## src/rtl/sar_adc_ctrl.sv

```systemverilog
// Purpose : successive-approximation controller for a WIDTH-bit ladder DAC plus comparator.
// Latency : WIDTH*(SETTLE_CYCLES+1) edges from the accepting edge of start to the done pulse.
// Backpressure: none; start is only sampled in IDLE and is dropped (not queued) while busy.
//
// Ports:
//   clk      rising-edge clock
//   rst      synchronous active-high reset, overrides a conversion in progress
//   start    conversion request (sampled in IDLE only)
//   cmp      comparator: 1 = analog input >= DAC output (keep trial bit), 0 = clear it
//   dac_code code driven to the DAC; changes only on accept and DECIDE edges
//   busy     high from the accepting edge until the completion edge
//   done     one-cycle pulse on the edge that updates result
//   result   last completed conversion, held until the next completion
//
// SETTLE_CYCLES must be >= 1.
module sar_adc_ctrl #(
    parameter int WIDTH         = 4,
    parameter int SETTLE_CYCLES = 2
) (
    input  logic             clk,
    input  logic             rst,
    input  logic             start,
    input  logic             cmp,
    output logic [WIDTH-1:0] dac_code,
    output logic             busy,
    output logic             done,
    output logic [WIDTH-1:0] result
);

    localparam int IW = (WIDTH > 1) ? $clog2(WIDTH) : 1;
    localparam int CW = (SETTLE_CYCLES > 1) ? $clog2(SETTLE_CYCLES) : 1;

    localparam logic [CW-1:0]    CNT_LAST = CW'(SETTLE_CYCLES - 1);
    localparam logic [WIDTH-1:0] ONE      = WIDTH'(1);
    localparam logic [WIDTH-1:0] MSB_CODE = ONE << (WIDTH - 1);
    localparam logic [IW-1:0]    TOP_IDX  = IW'(WIDTH - 1);

    typedef enum logic [1:0] {
        S_IDLE,
        S_SETTLE,
        S_DECIDE
    } state_t;

    state_t          r_state;
    logic [IW-1:0]   r_bit_idx;
    logic [CW-1:0]   r_cnt;

    // Current code with the trial bit resolved by the comparator. Only feeds
    // registers, so cmp never reaches an output combinationally.
    logic [WIDTH-1:0] w_code;
    // Next lower trial bit; only used while r_bit_idx > 0.
    logic [WIDTH-1:0] w_next_trial;

    always_comb begin
        w_code = dac_code;
        if (!cmp) begin
            w_code[r_bit_idx] = 1'b0;
        end
    end

    assign w_next_trial = ONE << (r_bit_idx - IW'(1));

    always_ff @(posedge clk) begin
        if (rst) begin
            r_state   <= S_IDLE;
            r_bit_idx <= '0;
            r_cnt     <= '0;
            dac_code  <= '0;
            result    <= '0;
            busy      <= 1'b0;
            done      <= 1'b0;
        end else begin
            done <= 1'b0;
            case (r_state)
                S_IDLE: begin
                    if (start) begin
                        dac_code  <= MSB_CODE;
                        r_bit_idx <= TOP_IDX;
                        r_cnt     <= '0;
                        busy      <= 1'b1;
                        r_state   <= S_SETTLE;
                    end
                end
                S_SETTLE: begin
                    // cmp is deliberately ignored while the ladder settles.
                    if (r_cnt == CNT_LAST) begin
                        r_state <= S_DECIDE;
                    end else begin
                        r_cnt <= r_cnt + CW'(1);
                    end
                end
                S_DECIDE: begin
                    if (r_bit_idx != '0) begin
                        dac_code  <= w_code | w_next_trial;
                        r_bit_idx <= r_bit_idx - IW'(1);
                        r_cnt     <= '0;
                        r_state   <= S_SETTLE;
                    end else begin
                        dac_code <= w_code;
                        result   <= w_code;
                        done     <= 1'b1;
                        busy     <= 1'b0;
                        r_state  <= S_IDLE;
                    end
                end
                default: r_state <= S_IDLE;
            endcase
        end
    end

endmodule

```

## config.mk

```make
export PLATFORM = sky130hd
export DESIGN_NAME = sar_adc_ctrl
export DESIGN_NICKNAME = d
export VERILOG_FILES = /design/src/rtl/sar_adc_ctrl.sv
export SDC_FILE = /design/constraint.sdc
export NUM_CORES = 1
export LEC_CHECK = 0
export CORE_MARGIN = 10
export CORE_UTILIZATION = 46
export DETAILED_ROUTE_END_ITERATION = 12
export PLACE_DENSITY_LB_ADDON = 0.3
export RECOVER_POWER = 100
export SLEW_MARGIN = 0
export SYNTH_ARGS = -nofsm -noshare
export SYNTH_HDL_FRONTEND = slang
export SYNTH_SLANG_ARGS = --single-unit
```

## constraint.sdc

```tcl
create_clock -name clk -period 3.78 [get_ports clk]
set_input_delay 0.756 -clock clk [delete_from_list [all_inputs] [get_ports clk]]
set_output_delay 0.756 -clock clk [all_outputs]
set_load 0.02 [all_outputs]
```

==> metrics.txt <==
run status=finished clean; Top Ports=14; Iteration-0 DRC Markers=17; #FFs+latches synth=15; type of origin of the critical path=register; area of placed instances=863 um2; mean post-synth cell area=8.89 um2; ant diodes=0; die area=3610 um2; commonest non-fill, non-tap cell in the layout=dfxtp_1; synth unique cells=29; post-route ant nets=0; Tightest Hold Check Type=reg2reg; vias in the first global route=608; Final Hold Viols=0; Post-synth EDFFs=0; core area=1510 um2; RSZ-0062 raised after global routing=false; min-delay src=result[0]; Initial Utilization=49.0%; reg-to-reg endpoint=r_bit_idx[1]; Crit path max-delay family=buffers and inverters; worst setup margin=1.67 ns; Die X-Extent=60.1 um; routability cong.=0.740; # clock sinks=15; Worst Path Max Fanout=4; Fin Setup TNS=0 ns; Layout Skew=0.00449 ns; synth top area cells=dfxtp_1, ha_1, a21oi_1, o21ai_0, nand2b_1; Final min period=2.11 ns; most frequent cells in the layout=dfxtp_1, dlygate4sd3_1, a21oi_1; post-CTS setup buffers=0; initial antenna violation count=0; first-pass GRT wire length=2720 um; CP max stage delay=0.69 ns; syn nets=91; Final Power=0.323 mW; CTS max path bufs=2; cell area after synthesis=738 um2; Die H=60.1 um; Worst VDD drop=224 uV; cts hold-fix bufs=0; # fillers=147; Routed WL per cell=13.4 um; yosys warns=0; cells along the critical path=dlygate4sd3_1; CP max stage cell=dlygate4sd3_1; CP Capture Type=output pin; # DRC=0; TritonCTS clock tree=done; critical path arrival=1.35 ns; Area growth, synth to finish=20.7%; CTS clk-pin slew, worst paths=0.09 ns; hold path depth=2; buffers plus inverters on the worst setup path=1; Seq/Total Area, Yosys=40.7%; Post-synth top flop=dfxtp_1; row cnt=14; layout cell share with drive strength beyond 1=8.33%; Setup WS pre-CTS=1.54 ns; Leak Pwr=0.360 nW; pin count of the biggest net entering global routing=17; detailed placer's ending HPWL=1080 um; cts bufs inserted=3; clk_lat worst skew=0.28 ns; Final Util=59.1%; Finished Cell Area=891 um2; Pre-Repair DR Iteration Count=4; Vias/cell=5.65; register-to-register setup slack=2.08 ns; Total GRT Usage=9.58%; clock root cell=clkbuf_4; reg-to-reg startpoint=r_bit_idx[1]; Final period util=55.8%; Pwr Density=363 nW/um2; Total Wirelength=1500 um; H-tree depth=1; max_slew headroom=63.7%; area share of the largest cell type after synthesis=40.7%; top cell type by total area after synthesis=dfxtp_1; WHS Endpoint=result[0]; Worst Max-Slew Pin Slew=0.543 ns; Max-Cap Viols=0; Syn Inst Count=83; asr flop ratio synth=0%; WP data required=3.02 ns; CTS resizes=0; number of port buffers=13; max-slew violation count=0; vias post-DR=633; total grt overflow=0; Final Setup Violations=0; Worst R2R Path Depth=5; Fmax achieved=474 MHz; Nets=105; CP Class=reg2out
-- metal layers --
metal | part of all wire [%] | up-vias | GRT usage (%) | wire [um]
met1 | 46 | 292 | 11.4 | 684
met2 | 45 | 15 | 14.0 | 682
met5 | 0 | - | 0 | 0
met4 | 1.5 | 0 | 4.81 | 23
li1 | - | 324 | - | -
met3 | 7.4 | 2 | 4.45 | 111
-- synth_stat cells (2+ instances only) --
master,instances
dfxtp_1,15
a21oi_1,8
o21ai_0,7
nor2_1,6
nand2_1,5
ha_1,4
inv_1,4
nand2b_1,4
nand3_1,4
nor2b_1,3
a211oi_1,2
buf_2,2
o2bb2ai_1,2
o31ai_1,2
-- state kept, by name, summed over array words and instances, names as in the netlist --
name	count
r_state	2
dac_code	4
busy	1
result	4
r_bit_idx	2
r_cnt	1
done	1
-- area by class of cell --
| cell class | count | area [um2] | share of cell area (%) |
|---|---|---|---|
| Multi-Input combinational cell | 60 | 398 | 44.7 |
| Inverter | 4 | 15.0 | 1.69 |
| Tap cell | 16 | 20.0 | 2.25 |
| Timing Repair Buffer | 13 | 130 | 14.6 |
| Sequential cell | 15 | 300 | 33.7 |
| Clock buffer | 3 | 22.5 | 2.53 |
| Clock inverter | 1 | 5.00 | 0.562 |
-- how the worst max path moves through the flow --
stage                     slack [ns]      endpoint  depth (start not counted)          from
final                           1.67   dac_code[1]                          1   dac_code[1]
after global routing            1.61   dac_code[1]                          1   dac_code[1]
after CTS                       1.72   dac_code[1]                          1   dac_code[1]
after detailed placement        1.54   dac_code[0]                          4           rst
after global placement          1.58   dac_code[0]                          4           rst
after floorplan                 2.25  r_bit_idx[1]                          6  r_bit_idx[0]
-- where the power goes --
group | internal, mW | leakage, nW | switching, mW
clock network | 0.0392 | 0.0177 | 0.0521
registers | 0.165 | 0.123 | 0.0115
logic | 0.0269 | 0.219 | 0.0279
-- cell families (layout without fill, tap and decap cells) --
group | Yosys count | count (layout) | share of synthesized area [%]
AO/OA/AOI/OAI | 27 | 27 | 23.6
multiplexers | 2 | 2 | 3.56
AND/OR/NAND/NOR | 27 | 27 | 20.0
buffers and inverters | 8 | 21 | 5.42
adder cells (fa/ha/maj) | 4 | 4 | 6.78
flip-flops | 15 | 15 | 40.7
-- through the flow --
step	hold slack, ns	cells
floorplan	0.449	83
global placement	0.443	108
detailed placement	0.445	108
CTS	0.460	112
global route	0.491	112
finish	0.452	112
Power figures use the tool's default switching activity.
